$ cat config.mk
export PLATFORM = sky130hd
export DESIGN_NAME = decode_stage_flat
export DESIGN_NICKNAME = d
export VERILOG_FILES = /design/src/rtl/decode_stage_if.sv /design/src/rtl/decode_stage.sv /design/src/flat_wrapper.sv
export SDC_FILE = /design/constraint.sdc
export NUM_CORES = 1
export LEC_CHECK = 0
export ABC_CLOCK_PERIOD_IN_PS = 3300
export BUFFER_PORTS_ARGS = -buffer_cell sky130_fd_sc_hd__buf_4
export CORE_ASPECT_RATIO = 1.2
export CORE_MARGIN = 10
export CORE_UTILIZATION = 60
export CTS_CLUSTER_DIAMETER = 60
export DETAILED_ROUTE_END_ITERATION = 8
export PLACE_DENSITY = 0.83
export REMOVE_ABC_BUFFERS = 1
export SLEW_MARGIN = 20
export SYNTH_ARGS = -nofsm -noshare
export SYNTH_HDL_FRONTEND = slang
export SYNTH_SLANG_ARGS = --single-unit
$ cat constraint.sdc
create_clock -name clock -period 3.3 [get_ports clock]
set_input_delay 0.66 -clock clock [delete_from_list [all_inputs] [get_ports clock]]
set_output_delay 0.66 -clock clock [all_outputs]
set_load 0.02 [all_outputs]
$ cat src/rtl/decode_stage_if.sv
// Fetch-to-execute handshake bundle for the decode stage.
// The master drives the fetch side and consumes the decoded bundle.
// The slave is the decode stage itself.
interface decode_stage_if #(
    parameter int XLEN = 32
);
    logic            in_valid;
    logic            in_ready;
    logic [31:0]     in_inst;
    logic [XLEN-1:0] in_pc;

    logic            out_valid;
    logic            out_ready;
    logic [XLEN-1:0] out_pc;
    logic [4:0]      out_rs1;
    logic [4:0]      out_rs2;
    logic [4:0]      out_rd;
    logic [2:0]      out_funct3;
    logic [XLEN-1:0] out_imm;
    logic [4:0]      out_alu_op;
    logic [11:0]     out_ctrl;
    logic            out_illegal;

    modport master (
        output in_valid, in_inst, in_pc, out_ready,
        input  in_ready, out_valid, out_pc, out_rs1, out_rs2, out_rd,
               out_funct3, out_imm, out_alu_op, out_ctrl, out_illegal
    );

    modport slave (
        input  in_valid, in_inst, in_pc, out_ready,
        output in_ready, out_valid, out_pc, out_rs1, out_rs2, out_rd,
               out_funct3, out_imm, out_alu_op, out_ctrl, out_illegal
    );
endinterface

$ cat src/rtl/decode_stage.sv
// Registered RV32I/RV64I + M + Zicsr decode stage with a one-entry skid buffer.
// in_ready is a pure register output; illegal encodings are flagged, not dropped.
module decode_stage #(
    parameter int XLEN  = 32,
    parameter int CNT_W = 32
) (
    input  logic             clock,
    input  logic             reset,
    input  logic             flush,
    decode_stage_if.slave    bus,
    output logic [CNT_W-1:0] decode_count
);
    localparam bit RV64 = (XLEN == 64);

    localparam logic [6:0] OPC_LOAD      = 7'b0000011;
    localparam logic [6:0] OPC_MISC_MEM  = 7'b0001111;
    localparam logic [6:0] OPC_OP_IMM    = 7'b0010011;
    localparam logic [6:0] OPC_AUIPC     = 7'b0010111;
    localparam logic [6:0] OPC_OP_IMM_32 = 7'b0011011;
    localparam logic [6:0] OPC_STORE     = 7'b0100011;
    localparam logic [6:0] OPC_OP        = 7'b0110011;
    localparam logic [6:0] OPC_LUI       = 7'b0110111;
    localparam logic [6:0] OPC_OP_32     = 7'b0111011;
    localparam logic [6:0] OPC_BRANCH    = 7'b1100011;
    localparam logic [6:0] OPC_JALR      = 7'b1100111;
    localparam logic [6:0] OPC_JAL       = 7'b1101111;
    localparam logic [6:0] OPC_SYSTEM    = 7'b1110011;

    localparam logic [4:0] ALU_ADD    = 5'd0;
    localparam logic [4:0] ALU_SUB    = 5'd1;
    localparam logic [4:0] ALU_SLL    = 5'd2;
    localparam logic [4:0] ALU_SLT    = 5'd3;
    localparam logic [4:0] ALU_SLTU   = 5'd4;
    localparam logic [4:0] ALU_XOR    = 5'd5;
    localparam logic [4:0] ALU_SRL    = 5'd6;
    localparam logic [4:0] ALU_SRA    = 5'd7;
    localparam logic [4:0] ALU_OR     = 5'd8;
    localparam logic [4:0] ALU_AND    = 5'd9;
    localparam logic [4:0] ALU_MUL    = 5'd10;
    localparam logic [4:0] ALU_MULH   = 5'd11;
    localparam logic [4:0] ALU_MULHSU = 5'd12;
    localparam logic [4:0] ALU_MULHU  = 5'd13;
    localparam logic [4:0] ALU_DIV    = 5'd14;
    localparam logic [4:0] ALU_DIVU   = 5'd15;
    localparam logic [4:0] ALU_REM    = 5'd16;
    localparam logic [4:0] ALU_REMU   = 5'd17;

    // bit positions inside out_ctrl
    localparam int C_32 = 11, C_CSRSC = 10, C_CSRI = 9, C_CSR = 8, C_STORE = 7, C_LOAD = 6;
    localparam int C_BZERO = 5, C_BRANCH = 4, C_JUMP = 3, C_JALR = 2, C_IMM = 1, C_PC = 0;

    typedef enum logic [2:0] {IT_R, IT_I, IT_S, IT_B, IT_U, IT_J} itype_e;

    typedef struct packed {
        logic [XLEN-1:0] pc;
        logic [4:0]      rs1;
        logic [4:0]      rs2;
        logic [4:0]      rd;
        logic [2:0]      funct3;
        logic [XLEN-1:0] imm;
        logic [4:0]      alu_op;
        logic [11:0]     ctrl;
        logic            illegal;
    } bundle_t;

    // ALU op of the base integer register/immediate ops, selected by funct3
    function automatic logic [4:0] base_alu(input logic [2:0] f3);
        case (f3)
            3'b000:  return ALU_ADD;
            3'b001:  return ALU_SLL;
            3'b010:  return ALU_SLT;
            3'b011:  return ALU_SLTU;
            3'b100:  return ALU_XOR;
            3'b101:  return ALU_SRL;
            3'b110:  return ALU_OR;
            default: return ALU_AND;
        endcase
    endfunction

    logic [31:0]        inst;
    logic [6:0]         opcode;
    logic [2:0]         f3;
    logic [6:0]         f7;
    logic signed [11:0] imm_i12;
    logic signed [11:0] imm_s12;
    logic signed [12:0] imm_b13;
    logic signed [31:0] imm_u32;
    logic signed [20:0] imm_j21;

    assign inst    = bus.in_inst;
    assign opcode  = inst[6:0];
    assign f3      = inst[14:12];
    assign f7      = inst[31:25];
    assign imm_i12 = inst[31:20];
    assign imm_s12 = {inst[31:25], inst[11:7]};
    assign imm_b13 = {inst[31], inst[7], inst[30:25], inst[11:8], 1'b0};
    assign imm_u32 = {inst[31:12], 12'h000};
    assign imm_j21 = {inst[31], inst[19:12], inst[20], inst[30:21], 1'b0};

    itype_e     itype;
    logic       legal;
    logic [4:0] alu;
    logic [11:0] ctrl;
    bundle_t    dec;

    // Combinational decode of the word currently offered by fetch
    always_comb begin
        itype = IT_R;
        legal = 1'b0;
        alu   = ALU_ADD;
        ctrl  = '0;
        case (opcode)
            OPC_OP: begin
                legal = 1'b1;
                case (f7)
                    7'b0000000: alu = base_alu(f3);
                    7'b0100000: begin
                        if (f3 == 3'b000)      alu = ALU_SUB;
                        else if (f3 == 3'b101) alu = ALU_SRA;
                        else                   legal = 1'b0;
                    end
                    7'b0000001: alu = ALU_MUL + {2'b00, f3};
                    default:    legal = 1'b0;
                endcase
            end
            OPC_OP_32: begin
                legal       = RV64;
                ctrl[C_32]  = 1'b1;
                case ({f7, f3})
                    {7'b0000000, 3'b000}: alu = ALU_ADD;
                    {7'b0000000, 3'b001}: alu = ALU_SLL;
                    {7'b0000000, 3'b101}: alu = ALU_SRL;
                    {7'b0100000, 3'b000}: alu = ALU_SUB;
                    {7'b0100000, 3'b101}: alu = ALU_SRA;
                    {7'b0000001, 3'b000}: alu = ALU_MUL;
                    {7'b0000001, 3'b100}: alu = ALU_DIV;
                    {7'b0000001, 3'b101}: alu = ALU_DIVU;
                    {7'b0000001, 3'b110}: alu = ALU_REM;
                    {7'b0000001, 3'b111}: alu = ALU_REMU;
                    default:              legal = 1'b0;
                endcase
            end
            OPC_OP_IMM: begin
                itype       = IT_I;
                ctrl[C_IMM] = 1'b1;
                alu         = base_alu(f3);
                legal       = 1'b1;
                // bit 25 is shamt[5], only meaningful on RV64
                if (f3 == 3'b001)
                    legal = (inst[31:26] == 6'b000000) && (RV64 || !inst[25]);
                else if (f3 == 3'b101) begin
                    legal = ((inst[31:26] == 6'b000000) || (inst[31:26] == 6'b010000))
                            && (RV64 || !inst[25]);
                    alu   = inst[30] ? ALU_SRA : ALU_SRL;
                end
            end
            OPC_OP_IMM_32: begin
                itype       = IT_I;
                ctrl[C_IMM] = 1'b1;
                ctrl[C_32]  = 1'b1;
                case (f3)
                    3'b000: begin alu = ALU_ADD; legal = RV64; end
                    3'b001: begin alu = ALU_SLL; legal = RV64 && (f7 == 7'b0000000); end
                    3'b101: begin
                        alu   = inst[30] ? ALU_SRA : ALU_SRL;
                        legal = RV64 && ((f7 == 7'b0000000) || (f7 == 7'b0100000));
                    end
                    default: legal = 1'b0;
                endcase
            end
            OPC_LOAD: begin
                itype        = IT_I;
                ctrl[C_LOAD] = 1'b1;
                ctrl[C_IMM]  = 1'b1;
                case (f3)
                    3'b011, 3'b110: legal = RV64;
                    3'b111:         legal = 1'b0;
                    default:        legal = 1'b1;
                endcase
            end
            OPC_STORE: begin
                itype         = IT_S;
                ctrl[C_STORE] = 1'b1;
                ctrl[C_IMM]   = 1'b1;
                legal         = (f3[2] == 1'b0) && ((f3 != 3'b011) || RV64);
            end
            OPC_BRANCH: begin
                // ALU compares; s_branch_zero selects "taken when result is zero"
                itype          = IT_B;
                ctrl[C_BRANCH] = 1'b1;
                ctrl[C_BZERO]  = (f3 == 3'b000) || f3[0] && f3[2];
                legal          = (f3 != 3'b010) && (f3 != 3'b011);
                case (f3[2:1])
                    2'b00:   alu = ALU_SUB;
                    2'b10:   alu = ALU_SLT;
                    default: alu = ALU_SLTU;
                endcase
            end
            OPC_JALR: begin
                itype        = IT_I;
                ctrl[C_JALR] = 1'b1;
                ctrl[C_JUMP] = 1'b1;
                ctrl[C_IMM]  = 1'b1;
                legal        = (f3 == 3'b000);
            end
            OPC_JAL: begin
                itype        = IT_J;
                ctrl[C_JUMP] = 1'b1;
                ctrl[C_PC]   = 1'b1;
                ctrl[C_IMM]  = 1'b1;
                legal        = 1'b1;
            end
            OPC_LUI: begin
                itype       = IT_U;
                ctrl[C_IMM] = 1'b1;
                legal       = 1'b1;
            end
            OPC_AUIPC: begin
                itype       = IT_U;
                ctrl[C_PC]  = 1'b1;
                ctrl[C_IMM] = 1'b1;
                legal       = 1'b1;
            end
            OPC_MISC_MEM: begin
                // FENCE (fm=0000) and FENCE.TSO (fm=1000) only
                itype = IT_I;
                legal = (f3 == 3'b000) && ((inst[31:28] == 4'b0000) || (inst[31:28] == 4'b1000));
            end
            OPC_SYSTEM: begin
                itype = IT_I;
                if (f3 == 3'b000)
                    legal = (inst[31:7] == 25'h0) || (inst[31:7] == 25'h0002000);
                else if (f3 == 3'b100)
                    legal = 1'b0;
                else begin
                    legal         = 1'b1;
                    ctrl[C_CSR]   = 1'b1;
                    ctrl[C_CSRI]  = f3[2];
                    ctrl[C_CSRSC] = f3[1];
                end
            end
            default: legal = 1'b0;
        endcase

        dec         = '0;
        dec.pc      = bus.in_pc;
        dec.funct3  = f3;
        dec.illegal = !legal;
        dec.alu_op  = legal ? alu : ALU_ADD;
        dec.ctrl    = legal ? ctrl : 12'h000;
        dec.rs1     = (itype == IT_U || itype == IT_J) ? 5'd0 : inst[19:15];
        dec.rs2     = (itype == IT_R || itype == IT_S || itype == IT_B) ? inst[24:20] : 5'd0;
        dec.rd      = (!legal || itype == IT_S || itype == IT_B) ? 5'd0 : inst[11:7];
        case (itype)
            IT_I:    dec.imm = XLEN'(imm_i12);
            IT_S:    dec.imm = XLEN'(imm_s12);
            IT_B:    dec.imm = XLEN'(imm_b13);
            IT_U:    dec.imm = XLEN'(imm_u32);
            IT_J:    dec.imm = XLEN'(imm_j21);
            default: dec.imm = '0;
        endcase
    end

    bundle_t out_q;
    bundle_t skid_q;
    logic    out_valid_q;
    logic    skid_valid_q;
    logic    in_ready_q;
    logic    in_xfer;

    assign in_xfer = bus.in_valid && in_ready_q && !flush;

    // Output register, skid entry, registered in_ready and accept counter
    always_ff @(posedge clock) begin
        if (reset) begin
            out_q        <= '0;
            skid_q       <= '0;
            out_valid_q  <= 1'b0;
            skid_valid_q <= 1'b0;
            in_ready_q   <= 1'b0;
            decode_count <= '0;
        end else begin
            if (in_xfer)
                decode_count <= decode_count + CNT_W'(1);
            if (flush) begin
                out_valid_q  <= 1'b0;
                skid_valid_q <= 1'b0;
                in_ready_q   <= 1'b1;
            end else if (!out_valid_q || bus.out_ready) begin
                // output slot frees up this cycle; skid entry is older so it goes first
                if (skid_valid_q) begin
                    out_q        <= skid_q;
                    out_valid_q  <= 1'b1;
                    skid_valid_q <= 1'b0;
                end else if (in_xfer) begin
                    out_q       <= dec;
                    out_valid_q <= 1'b1;
                end else begin
                    out_valid_q <= 1'b0;
                end
                in_ready_q <= 1'b1;
            end else if (in_xfer) begin
                skid_q       <= dec;
                skid_valid_q <= 1'b1;
                in_ready_q   <= 1'b0;
            end
        end
    end

    assign bus.in_ready    = in_ready_q;
    assign bus.out_valid   = out_valid_q;
    assign bus.out_pc      = out_q.pc;
    assign bus.out_rs1     = out_q.rs1;
    assign bus.out_rs2     = out_q.rs2;
    assign bus.out_rd      = out_q.rd;
    assign bus.out_funct3  = out_q.funct3;
    assign bus.out_imm     = out_q.imm;
    assign bus.out_alu_op  = out_q.alu_op;
    assign bus.out_ctrl    = out_q.ctrl;
    assign bus.out_illegal = out_q.illegal;
endmodule

$ cat src/flat_wrapper.sv
// flat-port wrapper written by rule: the top's interface ports become plain ports
module decode_stage_flat 
#(
    parameter int XLEN  = 32,
    parameter int CNT_W = 32
)
  (clock, reset, flush, decode_count, bus_in_valid, bus_in_inst, bus_in_pc, bus_out_ready, bus_in_ready, bus_out_valid, bus_out_pc, bus_out_rs1, bus_out_rs2, bus_out_rd, bus_out_funct3, bus_out_imm, bus_out_alu_op, bus_out_ctrl, bus_out_illegal);
  decode_stage_if #(.XLEN(XLEN)) bus_i ();
  input  logic clock;
  input  logic reset;
  input  logic flush;
  output logic [CNT_W-1:0] decode_count;
  input wire logic [$bits(bus_i.in_valid)-1:0] bus_in_valid;
  input wire logic [$bits(bus_i.in_inst)-1:0] bus_in_inst;
  input wire logic [$bits(bus_i.in_pc)-1:0] bus_in_pc;
  input wire logic [$bits(bus_i.out_ready)-1:0] bus_out_ready;
  output wire logic [$bits(bus_i.in_ready)-1:0] bus_in_ready;
  output wire logic [$bits(bus_i.out_valid)-1:0] bus_out_valid;
  output wire logic [$bits(bus_i.out_pc)-1:0] bus_out_pc;
  output wire logic [$bits(bus_i.out_rs1)-1:0] bus_out_rs1;
  output wire logic [$bits(bus_i.out_rs2)-1:0] bus_out_rs2;
  output wire logic [$bits(bus_i.out_rd)-1:0] bus_out_rd;
  output wire logic [$bits(bus_i.out_funct3)-1:0] bus_out_funct3;
  output wire logic [$bits(bus_i.out_imm)-1:0] bus_out_imm;
  output wire logic [$bits(bus_i.out_alu_op)-1:0] bus_out_alu_op;
  output wire logic [$bits(bus_i.out_ctrl)-1:0] bus_out_ctrl;
  output wire logic [$bits(bus_i.out_illegal)-1:0] bus_out_illegal;
  assign bus_i.in_valid = bus_in_valid;
  assign bus_i.in_inst = bus_in_inst;
  assign bus_i.in_pc = bus_in_pc;
  assign bus_i.out_ready = bus_out_ready;
  assign bus_in_ready = bus_i.in_ready;
  assign bus_out_valid = bus_i.out_valid;
  assign bus_out_pc = bus_i.out_pc;
  assign bus_out_rs1 = bus_i.out_rs1;
  assign bus_out_rs2 = bus_i.out_rs2;
  assign bus_out_rd = bus_i.out_rd;
  assign bus_out_funct3 = bus_i.out_funct3;
  assign bus_out_imm = bus_i.out_imm;
  assign bus_out_alu_op = bus_i.out_alu_op;
  assign bus_out_ctrl = bus_i.out_ctrl;
  assign bus_out_illegal = bus_i.out_illegal;
  decode_stage #(.XLEN(XLEN), .CNT_W(CNT_W)) u_core (.clock(clock), .reset(reset), .flush(flush), .bus(bus_i), .decode_count(decode_count));
endmodule
==> Yosys cells after proc, flatten, opt, wreduce, memory -nomap -nowiden <==
Cells that the tools add are included.
{ "totals": {"ff_bits": 235, "input_bits": 69, "output_inout_bits": 134} }
{ "classes": {"add_sub_neg": 2, "eq_ne": 42, "n_mux": 46, "bitwise": 3, "n_reduce_logical": 44} }
{ "ops": {"columns": ["operator", "count"], "rows": [
  ["two-way mux 100 bit", 2],
  ["case mux 32 bit (5 select lines)", 1],
  ["equality test 10 x 4 -> 1 bit, second input constant", 5],
  ["case mux 5 bit (9 select lines)", 1],
  ["equality test 7 x 6 -> 1 bit, second input constant", 5],
  ["two-way mux 5 bit", 7],
  ["adder 32 x 1 -> 32 bit, second input constant", 1],
  ["equality test 7 bit, second input constant", 4],
  ["case mux 4 bit (7 select lines)", 1],
  ["equality test 25 x 14 -> 1 bit, second input constant", 1],
  ["zero test 25 bit", 1],
  ["case mux 5 bit (5 select lines)", 1],
  ["case mux 4 bit (6 select lines)", 1],
  ["equality test 7 x 5 -> 1 bit, second input constant", 3],
  ["equality test 10 x 9 -> 1 bit, second input constant", 2],
  ["two-way mux 1 bit", 20],
  ["equality test 3 bit, second input constant", 6],
  ["case mux 3 bit (5 select lines)", 1],
  ["case mux 5 bit (3 select lines)", 1],
  ["equality test 3 x 2 -> 1 bit, second input constant", 4],
  ["two-way mux 12 bit", 1],
  ["two-way mux 3 bit", 4],
  ["OR reduction 2 bit", 6],
  ["equality test 10 x 1 -> 1 bit, second input constant", 1],
  ["other kinds (30)", 57]
]} }

==> Logic depth before layout (Yosys ltp) <==
{ "logic_depth": {"depth_word": 12, "ltp_mapped": 9, "mapped_depth_nobuf": 8} }

==> Least setup slack after synthesis <==
OpenSTA, ideal clock, no wires.
{ "synth_path": {"kind": "input to register", "start": "input bus_in_inst[14]", "end": "register u_core.out_q, in the netlist u_core.bus.out_rd[0]", "arrival_time_ps": 2319, "setup_slack_ps": 905, "cell_stages": 9, "path_cell_list": "clkbuf_1 -> inv_1 -> ha_1 -> nor3b_1 -> and3_1 -> nand3_1 -> o41ai_2 -> o21ai_2 -> o22ai_1"} }
{ "synth_between": {"elab_chain_len": 11} }
{ "synth_lines": {"columns": ["item", "line", "source"], "rows": [
  ["from (decl)", "flat_wrapper.sv:14", "input wire logic [$bits(bus_i.in_inst)-1:0] bus_in_inst;"],
  ["equality test 3 bit", "decode_stage.sv:119, decode_stage.sv:151", null],
  ["two-way mux 1 bit", "decode_stage.sv:119", "else if (f3 == 3'b101) alu = ALU_SRA;"],
  ["two-way mux 1 bit", "decode_stage.sv:118", "if (f3 == 3'b000) alu = ALU_SUB;"],
  ["case mux 1 bit (2 select lines)", "decode_stage.sv:115", "case (f7)"],
  ["case mux 1 bit (9 select lines) (*)", "decode_stage.sv:112", "case (opcode)"],
  ["zero test 1 bit (*)", "decode_stage.sv:253", "dec.rd = (!legal || itype == IT_S || itype == IT_B) ? 5'd0 : inst[11:7];"],
  ["logical OR 1 bit (*) (2 in a row)", "decode_stage.sv:253", null],
  ["two-way mux 5 bit (*)", "decode_stage.sv:253", null],
  ["two-way mux 100 bit (*)", "decode_stage.sv:295", "end else if (in_xfer) begin"],
  ["two-way mux 100 bit (*)", "decode_stage.sv:291", "if (skid_valid_q) begin"],
  ["to (signal assigned)", "decode_stage.sv:292", "out_q <= skid_q;"],
  ["to (decl)", "decode_stage.sv:264", "bundle_t out_q;"]
]} }
Every way passes the cells marked *; elsewhere a longest branch is shown, timed or not. The select of a mux whose other input is x is not followed.
A chain may end at the register's enable or synchronous reset.

==> Worst setup path after layout <==
{ "layout_path": {"start": "register u_core.skid_valid_q", "end": "register u_core.out_q, in the netlist u_core.bus.out_imm[4]"} }
{ "layout_between": {"elab_chain_len": 2} }
{ "layout_lines": {"columns": ["item", "line", "source"], "rows": [
  ["from (decl)", "decode_stage.sv:267", "logic skid_valid_q;"],
  ["from (signal assigned)", "decode_stage.sv:279", "skid_valid_q <= 1'b0;"],
  ["from (signal assigned)", "decode_stage.sv:287", "skid_valid_q <= 1'b0;"],
  ["from (signal assigned)", "decode_stage.sv:294", "skid_valid_q <= 1'b0;"],
  ["nonzero test 2 bit (no source line)", null, null],
  ["AND reduction 3 bit (no source line)", null, null]
]} }
Parallel ways exist; a longest one is shown, timed or not.

==> summary.txt <==
Outcome
  – Run status: finished clean

Cells and area
  – Final Cell Area: about 13000 sq um
  – Layout Nets: roughly 1500
  – Layout cell share with drive strength beyond 1: between 10% and 20%
  – Final design utilization: 74.7%
  – Area grow syn2layout: 22.4%
  – FILL cells: approximately 1300
  – Inserted Diodes: 0

Global route
  – Tot GR Track Use: 25.4%
  – Pin count of the biggest net entering global routing: 83
  – Initial antenna violation count: 0
  – First-pass GRT wire length: about 51 mm
  – Grt total ovfl: 0
  – Vias in the first global route: 9744

Synthesis
  – Cells after Synth: 1300
  – Synth area leaders: dfxtp_1 44%, nand2_1 7.0%, nor2_1 5.6%
  – Async SR Flop Fraction: 0%
  – Share of the yosys chip area belonging to registers: about 44%
  – Synth area leader: dfxtp_1
  – Yosys warning count: 0
  – Count leader, synth: dfxtp_1
  – Top-area cell type share of the netlist area: approximately 44%
  – Mean Syn Cell Area: approximately 8.2 sq um
  – Post-synth EDFFs: 0
  – Synthesized area: around 11000 sq um
  – Synth cell types: just over 70
  – Primary FF master, synth: dfxtp_1
  – Flops & latches, synth: about 240
  – Post-synth top cells: 235 x dfxtp_1, 200 x nand2_1, 158 x nor2_1

Worst setup path
  – Critical-path cell list: buf_4 > inv_1 > buf_4 > or3_1 > o21ai_0 > a311oi_1
  – CP most frequent cell: buf_4
  – R2R Path End: u_core.bus.out_imm[4]
  – Startpoint Class: flop
  – Worst r2r src: u_core.skid_valid_q
  – Slowest-stage cell, CP: inv_1
  – Maximum fanout along the worst path: 40
  – Slowest Stage Delay on Critical Path: ~500 ps
  – Worst r2r path cells: 6
  – Cell family with most CP delay: buffers and inverters
  – CP required: 3690 ps
  – Crit path DAT: 2750 ps
  – Reg2reg setup slack: about 940 ps
  – Crit end category: flop
  – CP Buf/Inv Count: 3
  – Critical path type: flop to flop

STA
  – Slew @ Worst Pin: approximately 900 ps
  – Final setup viols: 0
  – Final setup margin: 941 ps
  – Crit share post-route: a little under three quarters
  – Final max-slew violation count: 0
  – Fin crit period: 2360 ps
  – Max-slew headroom: 40.0%
  – Clock Skews: approximately 15 ps
  – RSZ-0062 raised after global routing: false
  – Endpoints failing hold: 0
  – Highest attainable clock frequency: around 420 MHz
  – TNS Setup: 0 ps

Drt
  – Routed len/inst: around 19 um
  – Final antenna-violating net count: 0
  – DR vias/cell: 6.13
  – WL final: between 30 and 40 mm
  – DRT Pass-1 Iters: 6
  – DR vias: 10322
  – DRC errors left: 0
  – Starting DRC count in detailed routing: approximately 940

Hold path
  – WHS Endpoint: u_core.bus.out_valid
  – Hold Crit Class: primary input to flop
  – Hold path depth: 2
  – HP Start: flush

Clock network
  – Total CTS buffers: 24
  – CTS tree: built
  – Clk sinks: 235
  – Clock Latency Late Sink: between 500 and 600 ps
  – Post-CTS Setup Inserts: 0
  – H-tree levels: 1
  – Clk root buf: clkbuf_16
  – Clock buffer depth: 3
  – Clk slew on worst S/H paths: about 60 ps
  – Post-CTS sizing: 0
  – Post-cts hold buffer count: 0

Floorplanning
  – Die ar.: 23600 sq um
  – Die height: around 170 um
  – # IOs: approximately 200
  – Core area: 17500 sq um
  – Die W: roughly 140 um
  – Std cell rows: 53
  – Initial Util: around three fifths

Place
  – Detailed-placement wirelength estimate: 21.2 mm
  – Area of placed instances: roughly 12000 sq um
  – Worst slack, placed: 500 ps
  – Port Buffers: slightly above 200
  – GP Congestion: roughly 0.95

Power and ir drop
  – Sw power: 1.54 mW
  – Pwr Density: 475 nW/um^2
  – VDD IR-drop max: between 0.4 and 0.5 mV
  – P_leak: between 4 and 5 nW
  – Comb pwr share: 9.6%
  – Sw Ratio: between 20% and 30%
  – Internal Pwr Total: approximately 4.7 mW
  – Clock power frac: a little over two fifths
  – Power, Total: just over 6 mW
  – Sequential group share of total power: roughly 47%

Flow run
  – Max cap viols: 0
## flip-flops by register name (all words and copies together), names as in the netlist
signal,count
u_core.bus.in_ready,1
u_core.bus.out_imm,32
u_core.decode_count,32
u_core.skid_valid_q,1
u_core.bus.out_illegal,1
u_core.skid_q,100
u_core.bus.out_alu_op,5
u_core.bus.out_valid,1
u_core.bus.out_rs2,5
u_core.bus.out_rs1,5
u_core.bus.out_ctrl,12
u_core.bus.out_rd,5
u_core.bus.out_funct3,3
u_core.bus.out_pc,32
## cells by family after synthesis
| kind of cell | Yosys count | synth area share (%) |
|---|---|---|
| simple gates | 523 | 22.5 |
| compound gates | 349 | 21.9 |
| buf+inv | 112 | 4.23 |
| mux | 42 | 3.95 |
| fa+ha+maj | 7 | 0.820 |
| flops | 235 | 44.1 |
| xor+xnor | 32 | 2.62 |
## through the flow
step,hold WS [ps],instances
2_1_floorplan,417,1196
3_3_place_gp,428,1640
3_5_place_dp,443,1640
4_1_cts,333,1683
5_1_grt,355,1683
6_report,337,1683
## area by class of cell
class / instances / area [sq um] / share of cell area (%)
Multi-Input combinational cell: 953 / 5530 / 42.3
Timing Repair Buffer: 224 / 1750 / 13.4
Clock buffer: 34 / 699 / 5.35
Inverter: 8 / 30.0 / 0.230
Clock inverter: 9 / 78.8 / 0.603
Sequential cell: 235 / 4710 / 36.0
Tap cell: 220 / 275 / 2.11
## cell usage in the layout (no fill, tap or decap), types with 10 or more instances in the layout
cell type  count
a211oi_1      70
a21o_1        10
a21oi_1      110
a221oi_1      16
a311oi_1      15
and3_1        13
buf_4        218
clkbuf_16     25
dfxtp_1      234
mux2i_1       41
nand2_1      199
nand3_1       49
nand4_1       12
nor2_1       158
nor3_1        18
o211ai_1      14
o21ai_0       50
xor2_1        26
## layer usage
| layer | wire length [um] | track usage, % | part of all wire [%] | vias up |
|---|---|---|---|---|
| li1 | - | - | - | 4941 |
| met1 | 12600 | 32.2 | 40 | 4820 |
| met2 | 15300 | 41.6 | 48 | 486 |
| met3 | 2830 | 5.69 | 9.0 | 75 |
| met4 | 831 | 8.28 | 2.6 | 0 |
| met5 | 0 | 0 | 0 | - |
## power groups by stage
stage,Clock (mW),Combinational [mW],Sequential (mW)
2_1_floorplan,0,0.214,3.05
3_3_place_gp,0,0.586,2.98
6_report,2.69,0.598,2.92
3_5_place_dp,0,0.592,2.99
4_1_cts,2.72,0.595,2.92
5_1_grt,2.84,0.646,2.93
## how the worst max path moves through the flow
stage | slack, ps | start | cells past startpoint | to
4_1_cts | 980 | u_core.skid_valid_q | 6 | u_core.bus.out_imm[4]
6_report | 940 | u_core.skid_valid_q | 6 | u_core.bus.out_imm[4]
3_3_place_gp | 560 | bus_in_inst[14] | 9 | u_core.bus.out_rd[2]
3_5_place_dp | 500 | bus_in_inst[14] | 9 | u_core.bus.out_rd[1]
2_1_floorplan | -7600 | u_core.skid_valid_q | 4 | u_core.bus.out_imm[12]
5_1_grt | 770 | bus_in_inst[14] | 9 | u_core.bus.out_rd[1]
(Power assumes the default switching activity.)
